--- src/rtl/piece_draw_engine.sv ---
// Falling-piece renderer: on each frame tick, erase the cells drawn last pass and
// paint the current piece into the pixel frame buffer through a valid/ready port.
module piece_draw_engine #(
  parameter int          CELL_PX  = 16,
  parameter int          SCREEN_W = 640,
  parameter int          ORIGIN_X = 240,
  parameter int          ORIGIN_Y = 0,
  parameter int          BOARD_W  = 10,
  parameter int          BOARD_H  = 20,
  parameter logic [15:0] BG_COLOR = 16'h0000,
  parameter int          ADDR_W   = 19
) (
  input  logic              Clk,
  input  logic              Reset,
  input  logic              frame_clk,
  input  logic [6:0]        blockXPos [4],
  input  logic [6:0]        blockYPos [4],
  input  logic [15:0]       blockColor,
  output logic [ADDR_W-1:0] fb_addr,
  output logic [15:0]       fb_data,
  output logic              fb_we,
  input  logic              fb_ready,
  output logic              busy,
  output logic              frame_done
);

  localparam int PXW = (CELL_PX > 1) ? $clog2(CELL_PX) : 1;
  localparam int SH  = $clog2(CELL_PX);
  localparam int AW  = ADDR_W + 4;
  localparam logic [PXW-1:0] PX_MAX = PXW'(CELL_PX - 1);
  localparam logic [6:0]     BW7    = 7'(BOARD_W);
  localparam logic [6:0]     BH7    = 7'(BOARD_H);

  typedef enum logic [2:0] {S_IDLE, S_SNAP, S_ERASE, S_DRAW, S_DONE} state_t;

  state_t            state_q, state_d;
  logic [2:0]        sync_q;
  logic              tick;
  logic              pending_q, pending_d;
  logic              drawn_valid_q, drawn_valid_d;
  logic [6:0]        drawn_x_q [4];
  logic [6:0]        drawn_y_q [4];
  logic [15:0]       drawn_color_q;
  logic [6:0]        snap_x_q [4];
  logic [6:0]        snap_y_q [4];
  logic [15:0]       snap_color_q;
  logic [1:0]        cell_q, cell_d;
  logic [PXW-1:0]    px_q, px_d, py_q, py_d;
  logic              fb_we_q, fb_we_d;
  logic [ADDR_W-1:0] fb_addr_q, fb_addr_d;
  logic [15:0]       fb_data_q, fb_data_d;

  logic              snap_en, commit, snap_same;
  logic              advance, walk_wrap;
  logic [1:0]        nxt_cell;
  logic [PXW-1:0]    nxt_px, nxt_py;
  logic              present, pres_erase, pres_on;
  logic [1:0]        pres_cell;
  logic [PXW-1:0]    pres_px, pres_py;
  logic [6:0]        pres_x, pres_y;

  // Exact address at AW bits; multiply by CELL_PX is a shift.
  function automatic logic [ADDR_W-1:0] pix_addr(input logic [6:0] cx, input logic [6:0] cy,
                                                 input logic [PXW-1:0] ox, input logic [PXW-1:0] oy);
    logic [AW-1:0] row, col, full;
    row  = AW'(ORIGIN_Y) + (AW'(cy) << SH) + AW'(oy);
    col  = AW'(ORIGIN_X) + (AW'(cx) << SH) + AW'(ox);
    full = row * AW'(SCREEN_W) + col;
    return full[ADDR_W-1:0];
  endfunction

  assign tick = sync_q[1] & ~sync_q[2];

  always_comb begin
    snap_same = (snap_color_q == drawn_color_q);
    for (int i = 0; i < 4; i++) begin
      if (snap_x_q[i] != drawn_x_q[i] || snap_y_q[i] != drawn_y_q[i]) snap_same = 1'b0;
    end
  end

  // Next walk position; an off-board cell (fb_we low) jumps straight to the next cell.
  always_comb begin
    advance   = ~fb_we_q | fb_ready;
    nxt_px    = px_q;
    nxt_py    = py_q;
    nxt_cell  = cell_q;
    walk_wrap = 1'b0;
    if (!fb_we_q || (px_q == PX_MAX && py_q == PX_MAX)) begin
      nxt_px    = '0;
      nxt_py    = '0;
      nxt_cell  = cell_q + 2'd1;
      walk_wrap = (cell_q == 2'd3);
    end else if (px_q == PX_MAX) begin
      nxt_px = '0;
      nxt_py = py_q + PXW'(1);
    end else begin
      nxt_px = px_q + PXW'(1);
    end
  end

  always_comb begin
    state_d       = state_q;
    pending_d     = pending_q;
    drawn_valid_d = drawn_valid_q;
    cell_d        = cell_q;
    px_d          = px_q;
    py_d          = py_q;
    fb_we_d       = fb_we_q;
    fb_addr_d     = fb_addr_q;
    fb_data_d     = fb_data_q;
    snap_en       = 1'b0;
    commit        = 1'b0;
    present       = 1'b0;
    pres_erase    = 1'b0;
    pres_cell     = 2'd0;
    pres_px       = '0;
    pres_py       = '0;

    if (tick && state_q != S_IDLE) pending_d = 1'b1;

    case (state_q)
      S_IDLE: begin
        if (tick || pending_q) begin
          state_d   = S_SNAP;
          snap_en   = 1'b1;
          pending_d = 1'b0;
        end
      end
      S_SNAP: begin
        if (drawn_valid_q && snap_same) begin
          state_d = S_DONE;
        end else if (drawn_valid_q) begin
          state_d    = S_ERASE;
          present    = 1'b1;
          pres_erase = 1'b1;
        end else begin
          state_d = S_DRAW;
          present = 1'b1;
        end
      end
      S_ERASE: begin
        if (advance) begin
          present = 1'b1;
          if (walk_wrap) begin
            state_d = S_DRAW;
          end else begin
            pres_erase = 1'b1;
            pres_cell  = nxt_cell;
            pres_px    = nxt_px;
            pres_py    = nxt_py;
          end
        end
      end
      S_DRAW: begin
        if (advance) begin
          if (walk_wrap) begin
            state_d       = S_DONE;
            fb_we_d       = 1'b0;
            commit        = 1'b1;
            drawn_valid_d = 1'b1;
          end else begin
            present   = 1'b1;
            pres_cell = nxt_cell;
            pres_px   = nxt_px;
            pres_py   = nxt_py;
          end
        end
      end
      S_DONE:  state_d = S_IDLE;
      default: state_d = S_IDLE;
    endcase

    pres_x  = pres_erase ? drawn_x_q[pres_cell] : snap_x_q[pres_cell];
    pres_y  = pres_erase ? drawn_y_q[pres_cell] : snap_y_q[pres_cell];
    pres_on = (pres_x < BW7) && (pres_y < BH7);

    if (present) begin
      cell_d  = pres_cell;
      px_d    = pres_px;
      py_d    = pres_py;
      fb_we_d = pres_on;
      if (pres_on) begin
        fb_addr_d = pix_addr(pres_x, pres_y, pres_px, pres_py);
        fb_data_d = pres_erase ? BG_COLOR : snap_color_q;
      end
    end
  end

  always_ff @(posedge Clk or negedge Reset) begin
    if (!Reset) begin
      state_q       <= S_IDLE;
      sync_q        <= '0;
      pending_q     <= 1'b0;
      drawn_valid_q <= 1'b0;
      cell_q        <= 2'd0;
      px_q          <= '0;
      py_q          <= '0;
      fb_we_q       <= 1'b0;
      fb_addr_q     <= '0;
      fb_data_q     <= '0;
    end else begin
      state_q       <= state_d;
      sync_q        <= {sync_q[1:0], frame_clk};
      pending_q     <= pending_d;
      drawn_valid_q <= drawn_valid_d;
      cell_q        <= cell_d;
      px_q          <= px_d;
      py_q          <= py_d;
      fb_we_q       <= fb_we_d;
      fb_addr_q     <= fb_addr_d;
      fb_data_q     <= fb_data_d;
    end
  end

  // Snapshot and record are only read under drawn_valid / after a snapshot.
  always_ff @(posedge Clk) begin
    if (snap_en) begin
      for (int i = 0; i < 4; i++) begin
        snap_x_q[i] <= blockXPos[i];
        snap_y_q[i] <= blockYPos[i];
      end
      snap_color_q <= blockColor;
    end
    if (commit) begin
      for (int i = 0; i < 4; i++) begin
        drawn_x_q[i] <= snap_x_q[i];
        drawn_y_q[i] <= snap_y_q[i];
      end
      drawn_color_q <= snap_color_q;
    end
  end

  assign fb_we      = fb_we_q;
  assign fb_addr    = fb_addr_q;
  assign fb_data    = fb_data_q;
  assign busy       = (state_q != S_IDLE);
  assign frame_done = (state_q == S_DONE);

endmodule

--- config.mk ---
export PLATFORM = sky130hd
export DESIGN_NAME = piece_draw_engine
export DESIGN_NICKNAME = d
export VERILOG_FILES = /design/src/rtl/piece_draw_engine.sv
export SDC_FILE = /design/constraint.sdc
export NUM_CORES = 1
export LEC_CHECK = 0
export ABC_AREA = 1
export BUFFER_PORTS_ARGS = -buffer_cell sky130_fd_sc_hd__buf_2
export CORE_MARGIN = 2
export CORE_UTILIZATION = 45
export DETAILED_ROUTE_END_ITERATION = 12
export GPL_ROUTABILITY_DRIVEN = 0
export PLACE_DENSITY = 0.66
export SETUP_SLACK_MARGIN = 0.02
export SYNTH_ARGS = -nofsm -noshare
export SYNTH_HDL_FRONTEND = slang
export SYNTH_SLANG_ARGS = --single-unit
--- constraint.sdc ---
create_clock -name Clk -period 7.1 [get_ports Clk]
set_input_delay 1.065 -clock Clk [delete_from_list [all_inputs] [get_ports Clk]]
set_output_delay 1.065 -clock Clk [all_outputs]
set_load 0.02 [all_outputs]
==> impl_results.md <==
- Clock-pin slew on the worst setup and hold paths: about 70 ps
- Measured slew at the worst slew-check pin: approximately 1200 ps
- Post-synthesis net count: ~1300
- Overflow after GRT: 0
- Avg WL per Cell: about 14 um
- CTS tree: yes
- Via density: ~4.9
- Clock Latency Late Sink: around 440 ps
- Die W: around 150 um
- Drt initial violations: around 530
- CP max FO: 25
- Hold_ws: between 300 and 400 ps
- Die Height: ~150 um
- # IOs: ~110
- Critical path's top delay family: simple AND/OR/NAND/NOR gates
- Slowest CP cell: fa_1
- Outcome: finished, final reports clean
- Antenna cells: 0
- Layout cells sized above 1: 14.2%
- Hold_buf cts: 0
- Register area share after synthesis: 55.3%
- Yosys cell types: 37
- Syn Area/Cell: 8.89 um^2
- Final Critical Period: 5240 ps
- Starting density of the core: 45.6%
- CTS buffer count: 17
- Pin count of the biggest net entering global routing: 74
- Most frequent CP cell: nand2_1
- Commonest cells after routing, fill and taps aside: nand2_1 (372), inv_1 (163), edfxtp_1 (144)
- Die area: ~24000 um^2
- RSZ-0062 raised after global routing: false
- Final hold violation count: 0
- Crit path kind: reg2reg
- Core area: ~23000 um^2
- Fin crit share: around 74%
- Final Util: between 50% and 60%
- Drt drc: 0
- Post-CTS resize count: 0
- Clock tree buffer depth: 2
- Syn. warnings: 0
- DR pass1 iterations: 7
- Routed via count: between 7000 and 8000
- Max cap viols: 0
- Hold crit path type: reg2reg
- Fmax: ~190 MHz
- Commonest non-fill, non-tap cell in the layout: nand2_1
- First-pass GRT wire length: approximately 36000 um
- CTS sink count: ~200
- IO buf count: about 110
- Setup Skew: 14.2 ps
- Area grow syn2layout: 14.1%
- Final setup vio count: 0
- CP Launch Type: flop
- Initial antenna violation count: 0
- GRT Overall Usage: between 10% and 20%
- Slew HR: roughly 17%
- Dpl cells: about 1500
- DRT Wirelength: roughly 22000 um
- Mapped Cells: between 1000 and 1500
- Critical Path Max Stage Delay: between 500 and 600 ps
- Setup TNS: 0 ps
- Final Non-Filler Cells: around 1600
- Cell Area, Synth: just over 10000 um^2
- Crit path buffers/inverters: 3
- Setup Buffers After CTS: 0
- Final HPWL DP: 15900 um
- Routed Antenna Nets: 0
- WP data required: between 7000 and 8000 ps
- Number of global-route vias before repair: 7535
- Clk Tree Root Cell: clkbuf_16
- Fin nets: about 1400
- Slew Limit Fails: 0
- Htree depth: 4
- Seq cells post-synth: 198
- Crit path capture type: flop
- Std cell rows: 55
- Worst path arrival time: 5580 ps
-- worst register-to-register path: stages (launching register included) --
cell and delay, ps:
edfxtp_1 480, xnor2_1 210, nand2_1 120, nor2_1 120
nand2_1 60, nor2_1 250, nand3_1 110, nand2_1 310
nand2_2 390, o211ai_1 190, o21ai_0 210, ha_1 380
inv_1 60, fa_1 520, inv_1 40, ha_1 330
nand2_1 80, o21ai_0 170, a21oi_1 80, nor3_1 400
nand3_1 170, nor2_1 120, nand3_1 80, nand2_1 80
nand3_1 70, nand2_1 70, inv_1 30
-- stage by stage --
stage	instance area [um^2]	setup slack, ps
after CTS	11700	1860
after detailed placement	11100	1540
after global routing	11700	1220
final	11700	1860
after floorplan	10300	314
after global placement	11100	1700
-- Yosys cell counts, drive strengths merged --
master	count	share of area [%]
o21ai	92	4.7
nor3b	1	0.073
a2111oi	1	0.085
xor2	19	1.6
o211ai	9	0.66
nand3	58	2.9
inv	171	6.3
buf	16	1.2
dfrtp	54	13
nand4	9	0.55
a22oi	1	0.073
or2	3	0.18
xnor2	17	1.5
edfxtp	144	42
a21oi	32	1.7
nor3	7	0.34
fa	2	0.39
clkbuf	11	0.40
o31ai	2	0.15
nor4	1	0.061
ha	32	3.9
nor2	89	3.6
nand2	379	14
nand3b	3	0.22
o21bai	1	0.073
-- routing by layer --
metal	global-route usage [%]	wire (um)
met5	0	0
met1	25.4	10200
met3	3.51	1100
met2	32.0	10400
met4	6.22	398
-- worst paths after layout --
kind / from / to / slack [ps] / cells past startpoint
max: snap_x_q[2][2]$_DFFE_PP_ / fb_addr[18]$_DFFE_PN0P_ / 1860 / 26
min: sync_q[0]$_DFF_PN0_ / sync_q[1]$_DFF_PN0_ / 390 / 0
max reg2reg: snap_x_q[2][2]$_DFFE_PP_ / fb_addr[18]$_DFFE_PN0P_ / 1860 / 26
min reg2reg: sync_q[0]$_DFF_PN0_ / sync_q[1]$_DFF_PN0_ / 390 / 0
max in group asynchronous: Reset / fb_data[4]$_DFFE_PN0P_ / 5860 / 2
min in group asynchronous: Reset / fb_addr[10]$_DFFE_PN0P_ / 750 / 2
-- flip-flops by register name, summed over array words and instances, names as in the netlist, 16 cells and up --
signal	cells
drawn_x_q	28
drawn_y_q	28
snap_color_q	16
snap_x_q	28
fb_data	16
drawn_color_q	16
snap_y_q	28
fb_addr	19
-- logic make-up after synthesis --
kind of cell | Yosys count | synth area share, %
fa+ha+maj | 34 | 4.29
buf+inv | 198 | 7.88
simple gates | 550 | 22.0
compound gates | 138 | 7.38
xor+xnor | 36 | 3.07
flops | 198 | 55.3
-- area by class of cell --
class	instances	area, um^2
Clock buffer	18	429
Timing Repair Buffer	118	603
Inverter	171	642
Clock inverter	14	214
Sequential cell	198	5680
Multi-Input combinational cell	758	3780
Fill cell	2054	10800
Tap cell	285	357
Power is not shown: default switching activity piles up to over one toggle a cycle in this logic, so the estimate is an artifact.
